**src/rtl/sr_flag_arbiter.sv**
```systemverilog
// sr_flag_arbiter
// Arbitrates two requesters for a shared SR latch. The granted requester's
// operation (1 = set, 0 = clear) is applied as a PULSE_CYC-cycle pulse on s or r.
// After SETTLE_CYC idle cycles the latch outputs are checked. A failed check
// re-drives the pulse up to MAX_RETRY times. Completion is reported with a
// one-cycle ack (plus err if every attempt failed).
//
// Ports
//   clk        system clock, rising edge
//   reset      synchronous active-high reset
//   req[1:0]   per-requester request level, held until ack
//   op[1:0]    per-requester operation, 1 = set, 0 = clear
//   ack[1:0]   one-cycle completion pulse to the owner
//   err[1:0]   one-cycle error flag, only together with ack
//   s, r       set / reset drives to the shared latch
//   q, q_bar   latch outputs fed back for the check
//   busy       high whenever the FSM is not idle
//   owner      index of the currently granted requester
module sr_flag_arbiter #(
  parameter int PULSE_CYC  = 2,
  parameter int SETTLE_CYC = 1,
  parameter int MAX_RETRY  = 3
) (
  input  logic       clk,
  input  logic       reset,
  input  logic [1:0] req,
  input  logic [1:0] op,
  output logic [1:0] ack,
  output logic [1:0] err,
  output logic       s,
  output logic       r,
  input  logic       q,
  input  logic       q_bar,
  output logic       busy,
  output logic       owner
);

  typedef enum logic [2:0] {
    IDLE   = 3'd0,
    DRIVE  = 3'd1,
    SETTLE = 3'd2,
    CHECK  = 3'd3,
    ACK    = 3'd4
  } state_t;

  state_t     state_r;
  logic [3:0] cnt_r;      // cycles remaining in DRIVE / SETTLE, minus one
  logic [2:0] retry_r;    // re-drives already spent on this transaction
  logic       op_r;       // operation latched at grant
  logic       last_r;     // requester granted most recently
  logic       grant_s;
  logic       pass_s;

  // Map a requester index to its one-hot ack/err lane.
  function automatic logic [1:0] lane(input logic idx);
    return idx ? 2'b10 : 2'b01;
  endfunction

  // Round-robin choice: on a tie the requester not granted last wins.
  always_comb begin
    grant_s = 1'b0;
    if (req == 2'b11) begin
      grant_s = ~last_r;
    end else if (req[1]) begin
      grant_s = 1'b1;
    end else begin
      grant_s = 1'b0;
    end
  end

  // Latch verification: both rails must agree with the requested value.
  always_comb begin
    pass_s = 1'b0;
    if ((q == op_r) && (q_bar == ~op_r)) begin
      pass_s = 1'b1;
    end else begin
      pass_s = 1'b0;
    end
  end

  // Transaction FSM; every output is registered on entry to its state.
  always_ff @(posedge clk) begin
    if (reset) begin
      state_r <= IDLE;
      cnt_r   <= 4'd0;
      retry_r <= 3'd0;
      op_r    <= 1'b0;
      last_r  <= 1'b1;   // requester 0 wins the first tie
      owner   <= 1'b0;
      s       <= 1'b0;
      r       <= 1'b0;
      ack     <= 2'b00;
      err     <= 2'b00;
      busy    <= 1'b0;
    end else begin
      case (state_r)
        IDLE: begin
          ack <= 2'b00;
          err <= 2'b00;
          if (req != 2'b00) begin
            owner   <= grant_s;
            op_r    <= op[grant_s];
            retry_r <= 3'd0;
            cnt_r   <= 4'(PULSE_CYC - 1);
            s       <= op[grant_s];
            r       <= ~op[grant_s];
            busy    <= 1'b1;
            state_r <= DRIVE;
          end else begin
            s    <= 1'b0;
            r    <= 1'b0;
            busy <= 1'b0;
          end
        end
        DRIVE: begin
          if (cnt_r == 4'd0) begin
            s       <= 1'b0;
            r       <= 1'b0;
            cnt_r   <= 4'(SETTLE_CYC - 1);
            state_r <= SETTLE;
          end else begin
            cnt_r <= cnt_r - 4'd1;
          end
        end
        SETTLE: begin
          if (cnt_r == 4'd0) begin
            state_r <= CHECK;
          end else begin
            cnt_r <= cnt_r - 4'd1;
          end
        end
        CHECK: begin
          if (pass_s) begin
            ack     <= lane(owner);
            err     <= 2'b00;
            state_r <= ACK;
          end else if (retry_r < 3'(MAX_RETRY)) begin
            retry_r <= retry_r + 3'd1;
            cnt_r   <= 4'(PULSE_CYC - 1);
            s       <= op_r;
            r       <= ~op_r;
            state_r <= DRIVE;
          end else begin
            ack     <= lane(owner);
            err     <= lane(owner);
            state_r <= ACK;
          end
        end
        ACK: begin
          ack     <= 2'b00;
          err     <= 2'b00;
          last_r  <= owner;
          busy    <= 1'b0;
          state_r <= IDLE;
        end
        default: begin
          s       <= 1'b0;
          r       <= 1'b0;
          ack     <= 2'b00;
          err     <= 2'b00;
          busy    <= 1'b0;
          state_r <= IDLE;
        end
      endcase
    end
  end

endmodule

```
**config.mk**
```make
export PLATFORM = sky130hd
export DESIGN_NAME = sr_flag_arbiter
export DESIGN_NICKNAME = d
export VERILOG_FILES = /design/src/rtl/sr_flag_arbiter.sv
export SDC_FILE = /design/constraint.sdc
export NUM_CORES = 1
export LEC_CHECK = 0
export CORE_ASPECT_RATIO = 0.8
export CORE_UTILIZATION = 55
export DETAILED_ROUTE_END_ITERATION = 16
export PLACE_DENSITY = 0.79
export SYNTH_ARGS = -nofsm -noshare
export SYNTH_HDL_FRONTEND = slang
export SYNTH_SLANG_ARGS = --single-unit
```
**constraint.sdc**
```tcl
create_clock -name clk -period 4 [get_ports clk]
set_input_delay 0.6 -clock clk [delete_from_list [all_inputs] [get_ports clk]]
set_output_delay 0.6 -clock clk [all_outputs]
set_load 0.005 [all_outputs]
```
==> results of run 1 <==
## worst register-to-register path, delay by kind of cell (launching register included)
family,cells,cell delay (ns)
AO/OA/AOI/OAI,2,0.43
adder cells (fa/ha/maj),1,0.17
buffers and inverters,1,0.12
flip-flops,1,0.33
multiplexers,1,0.34
AND/OR/NAND/NOR,1,0.39
## sequential cells by signal, summed over array words and instances, names as in the netlist
signal   cells
ack          2
busy         1
cnt_r        4
err          2
last_r       1
op_r         1
owner        1
r            1
retry_r      3
s            1
state_r      3
## path summary, 6_finish.rpt
check / slack, ns / to / cells after the start / from
worst max-delay path: 1.99 / retry_r[0] / 5 / q_bar
worst min register to register: 0.48 / s / 1 / s
worst min-delay path: 0.48 / s / 1 / s
worst max register to register: 2.12 / cnt_r[0] / 6 / cnt_r[0]
## area by class of cell
cell class | instances | area (um2) | share of cell area
multi-input cells | 91 | 679 | 0.515
well taps | 24 | 30.0 | 0.0228
clock buffers | 4 | 36.3 | 0.0275
inverters | 6 | 22.5 | 0.0171
flip-flops and latches | 20 | 400 | 0.304
repair buffers | 15 | 150 | 0.114
## cells in the mapped netlist (2+ instances only)
| library cell | count | share of area |
|---|---|---|
| nor3_1 | 6 | 0.027 |
| xnor2_1 | 2 | 0.016 |
| a2bb2oi_1 | 2 | 0.016 |
| a21oi_1 | 7 | 0.031 |
| nor2_1 | 11 | 0.037 |
| o2bb2ai_1 | 3 | 0.023 |
| mux2_1 | 3 | 0.030 |
| clkbuf_1 | 2 | 0.0066 |
| a31oi_1 | 2 | 0.011 |
| dfxtp_1 | 20 | 0.35 |
| a211oi_2 | 2 | 0.022 |
| a32o_1 | 3 | 0.027 |
| nor2b_1 | 3 | 0.017 |
| o21a_1 | 2 | 0.013 |
| buf_2 | 4 | 0.018 |
| nor3_2 | 2 | 0.018 |
| a21boi_0 | 2 | 0.013 |
| a22o_1 | 2 | 0.016 |
| ha_1 | 3 | 0.033 |
| nor3b_1 | 2 | 0.013 |
| o21ai_0 | 3 | 0.013 |
| inv_1 | 6 | 0.020 |
| a22oi_1 | 2 | 0.013 |
| nand2_1 | 5 | 0.017 |
| a21o_1 | 2 | 0.013 |
## power groups by stage
stage / Combinational [W] / Clock (W) / Sequential, W
6_report: 0.000395 / 0.000118 / 0.000314
3_3_place_gp: 0.000382 / 0 / 0.000313
2_1_floorplan: 0.000335 / 0 / 0.000275
5_1_grt: 0.000438 / 0.000130 / 0.000321
4_1_cts: 0.000391 / 0.000120 / 0.000312
3_5_place_dp: 0.000387 / 0 / 0.000315
## layer usage
metal  global-route usage  vias up  wire length, um
li1                     -      492                -
met1                0.333      470             1210
met2                0.347       22             1040
met3               0.0761        2              127
met4               0.0474        0               12
met5                    0        -                0
## metrics by stage
stage | power, W | cells | util | hold WS (ns)
6_report | 0.000826 | 160 | 0.691 | 0.477
5_1_grt | 0.000890 | 160 | 0.691 | 0.500
4_1_cts | 0.000823 | 160 | 0.691 | 0.484
3_5_place_dp | 0.000703 | 156 | 0.672 | 0.445
3_3_place_gp | 0.000695 | 156 | 0.672 | 0.449
2_1_floorplan | 0.000610 | 123 | - | 0.456
## cells by family after synthesis
kind of cell               count (synthesis)  share of synthesized area
buffers and inverters                     12                     0.0443
muxes                                      4                     0.0388
DFF                                       20                      0.354
AOI/OAI and AO/OA                         45                      0.320
and+or+nand+nor                           37                      0.194
xor gates and xnor gates                   2                     0.0155
adders and majority gates                  3                     0.0332
==> metrics, run 1 <==
skew final=0.00601 ns; CTS H-tree lvls=1; WP data required=4.21 ns; port bufs=15; via/cell ratio=6.16; number of global-route vias before repair=841; commonest cells after routing, fill and taps aside=dfxtp_1, clkdlybuf4s50_1, nor2_1; gr usage total=0.235; most common cell after layout, fill and taps aside=dfxtp_1; Slew headroom=0.550; Max Root-Sink Buffers=2; CP top delay family=simple AND/OR/NAND/NOR gates; placed cell areas=1280 um2; largest net degree at the start of global routing=18; RSZ-0062 raised after global routing=no; share of power burned in registers=0.380; Post-route DRC=0; post-CTS setup buffer count=0; Detailed Place HPWL=1700 um; Final Setup Violations=0; total wire length=2390 um; final net count=148; Die Area=2240 um2; CP max stage delay=0.47 ns; Netlist cell types=47; layout cell share with drive strength beyond 1=0.118; crit path max fanout=8; clk root buf=clkbuf_4; Placer Congestion=0.896; power per cell area=627 nW/um2; max_cap viols=0; ordered cell list for the critical path=clkdlybuf4s50_1, and3b_4, nor3_4, mux2_1, a32o_1; Mapped Area=1130 um2; P_sw=0.000343 W; CP arrival=2.22 ns; CTS tree=done; cts repair resizes=0; LEAKAGE=0.485 nW; FP Rows=14; setup tns final=0 ns; Final Cycle Share=0.504; crit path kind=input port to flip-flop; FF+latch count, synth=20; drt initial violations=25; fillers=149; Fmax=496 MHz; fin. max-slew vios=0; Setup WS post-layout=1.99 ns; crit end category=flip-flop; Via Count=986; Ant. Diodes=0; Core Region=1910 um2; remaining antenna violation count=0; Worst Max-Slew Pin Slew=0.673 ns; first-pass GRT wire length=3840 um; min-delay worst type=flip-flop to flip-flop; initial core utilization=0.592; CTS Buf Count=3; Clk pwr share=0.143; ys async rst share=0; Final Hold Viols=0; TritonRoute pass-1 iters=4; P_int=0.000484 W; YS warnings=0; logic gate share of total power=0.478; EDFF count, synth=0; Sinks on Clock Net=20; Die Width=52.7 um; WP buf/inv=1; num ports=16; Design Area, Final=1320 um2; VDD IR max=0.382 mV; clock-pin transition on the worst setup and hold timing paths=0.11 ns; crit path max-delay cell type=clkdlybuf4s50_1; Final Critical Period=2.01 ns; Wirelength per Cell=14.9 um; status=finished, final reports clean; Seq/Total Area, Yosys=0.354; height of the die=42.5 um; GRT overflow=0; syn_area_per_cell=9.19 um2; Top FF cell, synth=dfxtp_1; initial antenna violation count=0; DP Worst Slack=1.66 ns; hold_buf cts=0; post-synth net total=134; Cells after Synth=123; Sw Share=0.415; worst skew pair latency=0.30 ns; Layout Area Growth over Synthesis=16.7%; Critical Path Start Type=input port
(Power assumes the default switching activity.)
==> inputs of run 2 (changes only) <==
Settings changed: CORE_UTILIZATION 55 to 53, PLACE_DENSITY 0.79 to 0.77.
Clock period 4 ns to 2 ns, I/O delays scaled along.
==> run 2 against run 1 <==
Net effect: hold slack improved by 0.0071 ns; sequential share of layout area decreased by 1.7 points; critical path depth increased by 1; power increased by 120%.
==> metrics, run 2 (synthesis results as in run 1) <==
CTS H-tree lvls=1 (unchanged); Regs by FF count=cnt_r (4), retry_r (3), state_r (3); placed cells=164 (+5.1%); most common cell after layout, fill and taps aside=dfxtp_1; FP Rows=14 (unchanged); remaining antenna violation count=0 (unchanged); total wire length=2810 um (+18%); Core Region=1940 um2 (+1.8%); share of power burned in registers=0.342 (-0.038); initial antenna violation count=0 (unchanged); height of the die=43.3 um (+1.8%); crit path max-delay cell type=or3b_1; min-delay worst type=flip-flop to flip-flop; CTS Buf Count=3 (unchanged); post-layout util=0.718 (+0.0268); CP arrival=2.04 ns (-0.18 ns); Wirelength per Cell=16.7 um (+12%); WP data required=2.21 ns (-2.00 ns); fillers=137 (-8.1%); Layout Area Growth over Synthesis=23.5%; via/cell ratio=6.32 (+2.6%); CP max stage delay=0.42 ns (-0.05 ns); clk root buf=clkbuf_4; Design Area, Final=1400 um2 (+5.8%); Placer Congestion=0.918 (+2.4%); ordered cell list for the critical path=inv_1, ha_1, or3b_1, a31oi_1, nor3_1, mux2_1; clock-pin transition on the worst setup and hold timing paths=0.12 ns (about the same); max FFs per register=4 (unchanged); Critical Path Start Type=flip-flop; cts repair resizes=0 (unchanged); hold_buf cts=0 (unchanged); Die Width=53.6 um (+1.8%); Worst Max-Slew Pin Slew=0.565 ns (-0.108 ns); LEAKAGE=0.531 nW (+9.4%); P_int=0.00110 W (+130%); Slew headroom=0.623 (+0.0732); Clk pwr share=0.184 (+0.041); Post-route DRC=0 (unchanged); GRT overflow=0 (unchanged); Final Cycle Share=0.914; number of global-route vias before repair=1014 (+21%); VDD IR max=1.08 mV (+180%); crit path max fanout=4 (-4); max_cap viols=0 (unchanged); port bufs=15 (unchanged); gr usage total=0.286 (+0.0503); crit end category=flip-flop; total power=0.00183 W (+120%); P_sw=0.000730 W (+110%); Max Root-Sink Buffers=2 (unchanged); Post-Layout Cell Count=168 (+5.0%); multi-input logic area=679 um2 (unchanged); status=finished, final reports clean; Sw Share=0.398 (-0.0165); first-pass GRT wire length=4660 um (+22%); Die Area=2320 um2 (+3.6%); initial core utilization=0.581 (-0.0107); Final Critical Period=1.83 ns; Via Count=1062 (+7.7%); Final Hold Viols=0 (unchanged); layout cell share with drive strength beyond 1=0.167 (+0.0490); TritonRoute pass-1 iters=4 (unchanged); power per cell area=1310 nW/um2 (+110%); crit path kind=flip-flop to flip-flop; post-CTS setup buffer count=0 (unchanged); FF/Latch Area=400 um2 (unchanged); Final Setup Violations=0 (unchanged); placed cell areas=1340 um2 (+4.7%); Ant. Diodes=0 (unchanged); RSZ-0062 raised after global routing=no; Sinks on Clock Net=20 (unchanged); Largest Register=cnt_r; logic gate share of total power=0.473 (-0.005); WP buf/inv=1 (unchanged); worst skew pair latency=0.32 ns (+0.02 ns); largest net degree at the start of global routing=17 (-1); drt initial violations=24 (-4.0%); num ports=16 (unchanged); CP top delay family=simple AND/OR/NAND/NOR gates; CTS tree=done; Fmax=547 MHz; skew final=0.00991 ns (+0.00390 ns); fin. max-slew vios=0 (unchanged); commonest cells after routing, fill and taps aside=dfxtp_1, clkdlybuf4s50_1, nor2_1; final net count=156 (+5.4%); Hold Slack=0.484 ns (+0.00711 ns); Detailed Place HPWL=2150 um (+26%)
[run 2: power groups by stage]
stage | clock [W] | sequential, W | combinational, W
after floorplan | 0 | 0.000550 | 0.000670
after global placement | 0 | 0.000631 | 0.000825
after detailed placement | 0 | 0.000632 | 0.000852
after CTS | 0.000344 | 0.000624 | 0.000858
after global routing | 0.000362 | 0.000644 | 0.000959
final | 0.000338 | 0.000628 | 0.000868
[run 2: per-stage QoR]
step,TNS (ns),setup slack [ns]
2_1_floorplan,0,0.347
3_3_place_gp,0,0.0966
3_5_place_dp,-0.00890,-0.00890
4_1_cts,0,0.179
5_1_grt,0,0.0570
6_report,0,0.172
[run 2: layout make-up]
class                           count  share of cell area
Clock inverter                      1              0.0215
Timing Repair Buffer               23               0.151
Sequential cell                    20               0.287
Multi-Input combinational cell     91               0.487
Inverter                            6              0.0161
Tap cell                           24              0.0215
Clock buffer                        3              0.0161
[run 2: final timing paths]
path | start | endpoint | slack, ns | cells after the start
worst max-delay path | cnt_r[0] | cnt_r[1] | 0.17 | 6
worst min-delay path | r | r | 0.48 | 1
worst max register to register | cnt_r[0] | cnt_r[1] | 0.17 | 6
worst min register to register | r | r | 0.48 | 1
[run 2: metal layers]
metal  track usage  wire, um  part of all wire  vias to the layer above
li1              -         -                 -                      510
met3        0.0789       182             0.065                        7
met5             0         0                 0                        -
met2         0.428      1290              0.46                       45
met1         0.394      1290              0.46                      500
met4        0.0842        40             0.014                        0
==> inputs of run 3 (changes only) <==
Settings changed: CORE_UTILIZATION 53 to 45, PLACE_DENSITY 0.77 to 0.67.
==> run 3 against run 2 <==
Net effect: the run now ends with design-rule violations left; combinational power up 1%; via count down 4.0%; wire length down 7.0%; flip-flop and latch count unchanged; non-clock buffer count up 2; sequential power down 2%; critical path type unchanged; largest cell class unchanged.
==> metrics, run 3 (synthesis results as in run 1) <==
Detailed Place HPWL=1980 um (-8.0%); r2r worst-path depth=6 (unchanged); Final Setup Violations=0 (unchanged); reg-to-reg startpoint=cnt_r[0]; Design Area, Final=1410 um2 (+1.2%); Layout Area Growth over Synthesis=24.9%; placed cell areas=1360 um2 (+1.2%); Max Root-Sink Buffers=2 (unchanged); port bufs=15 (unchanged); violated checks=design-rule violations; CP arrival=2.05 ns (about the same); num ports=16 (unchanged); Via Count=1019 (-4.0%); via/cell ratio=5.96 (-5.7%); placed cells=167 (+1.8%); remaining antenna violation count=0 (unchanged); clock-pin transition on the worst setup and hold timing paths=0.12 ns (about the same); Worst R2R End=cnt_r[1]; initial core utilization=0.502 (-0.0794); Critical Path Start Type=flip-flop; Final Cycle Share=0.917 (+0.00289); Final Hold Viols=0 (unchanged); number of global-route vias before repair=962 (-5.1%); reg2reg setup slack=0.17 ns (about the same); cts repair resizes=0 (unchanged); max FFs per register=4 (unchanged); Die Area=2720 um2 (+17%); TritonRoute pass-1 iters=10 (+6); CP Capture Point=cnt_r[1]; crit path kind=flip-flop to flip-flop; post-CTS setup buffer count=0 (unchanged); worst skew pair latency=0.31 ns (about the same); ordered cell list for the critical path=inv_1, ha_1, or3b_1, a31oi_1, nor3_1, mux2_1; Slew headroom=0.615 (-0.00782); Fmax=545 MHz (-0.32%); VDD IR max=0.734 mV (-32%); most common cell after layout, fill and taps aside=dfxtp_1; final net count=158 (+1.3%); crit path max-delay cell type=or3b_1; min-delay worst type=flip-flop to flip-flop; Setup WS post-layout=0.166 ns (-0.00578 ns); RSZ-0062 raised after global routing=no; largest net degree at the start of global routing=17 (unchanged); hold_buf cts=0 (unchanged); Sinks on Clock Net=20 (unchanged); CTS Buf Count=3 (unchanged); drt initial violations=22 (-8.3%); clk root buf=clkbuf_4; Post-Layout Cell Count=171 (+1.8%); CTS tree=done; LEAKAGE=0.541 nW (+1.8%); Ant. Diodes=0 (unchanged); Worst Max-Slew Pin Slew=0.576 ns (+0.0117 ns); Post-route DRC=1 (+1); fin. max-slew vios=0 (unchanged); Hold Slack=0.487 ns (+0.00303 ns); crit end category=flip-flop; Placer Congestion=0.837 (-8.8%); DP Worst Slack=0.0169 ns (+0.0258 ns); gr usage total=0.218 (-0.0671); Regs by FF count=cnt_r (4), retry_r (3), state_r (3); WP data required=2.21 ns (about the same); CP startpoint=cnt_r[0]; Die Width=58.0 um (+8.2%); height of the die=46.8 um (+8.1%); CTS H-tree lvls=1 (unchanged); FP Rows=15 (+1); Wirelength per Cell=15.3 um (-8.6%); first-pass GRT wire length=4370 um (-6.2%); GRT overflow=0 (unchanged); CP max stage delay=0.41 ns (about the same); layout cell share with drive strength beyond 1=0.178 (+0.0114); setup tns final=0 ns (unchanged); Largest Register=cnt_r; initial antenna violation count=0 (unchanged); total wire length=2610 um (-7.0%); power per cell area=1300 nW/um2 (-0.99%); crit path max fanout=4 (unchanged); Final Critical Period=1.83 ns (+0.00578 ns); commonest cells after routing, fill and taps aside=dfxtp_1, clkdlybuf4s50_1, nor2_1; skew final=0.00273 ns (-0.00718 ns); Core Region=2250 um2 (+16%); status=finished with violations; fillers=210 (+53%); max_cap viols=0 (unchanged)
run 3: per-stage QoR:
step           power (W)   util
2_1_floorplan    0.00122      -
3_3_place_gp     0.00147  0.603
3_5_place_dp     0.00150  0.603
4_1_cts          0.00184  0.627
5_1_grt          0.00197  0.627
6_report         0.00184  0.627
run 3: critical path, delay by kind of cell (launching register included):
family	cells	cell delay (ns)
fa+ha+maj	1	0.17
compound gates	1	0.34
mux	1	0.28
flops	1	0.33
buf+inv	1	0.12
simple gates	2	0.48
run 3: how the worst min path moves through the flow:
stage / start / to / cells past startpoint
2_1_floorplan: r / r / 1
5_1_grt: s / s / 1
3_5_place_dp: s / s / 1
4_1_cts: s / s / 1
6_report: s / s / 1
3_3_place_gp: r / r / 1
run 3: layout make-up:
| cell class | count | area (um2) | share of cell area |
|---|---|---|---|
| Clock buffer | 3 | 22.5 | 0.0160 |
| Sequential cell | 20 | 400 | 0.284 |
| Inverter | 6 | 22.5 | 0.0160 |
| Timing Repair Buffer | 25 | 225 | 0.160 |
| Clock inverter | 1 | 30.0 | 0.0213 |
| Multi-Input combinational cell | 91 | 679 | 0.481 |
| Tap cell | 25 | 31.3 | 0.0222 |
run 3: layer usage:
layer  GRT usage  share of wire
met4      0.0571         0.0092
met1       0.302           0.52
met3      0.0496          0.041
met5           0              0
met2       0.352           0.43
run 3: power by group:
group | switching [W] | leakage [nW] | internal [W]
combinational | 0.000451 | 0.350 | 0.000429
sequential | 0.000129 | 0.163 | 0.000485
clock | 0.000140 | 0.0279 | 0.000203
total | 0.000720 | 0.541 | 0.00112
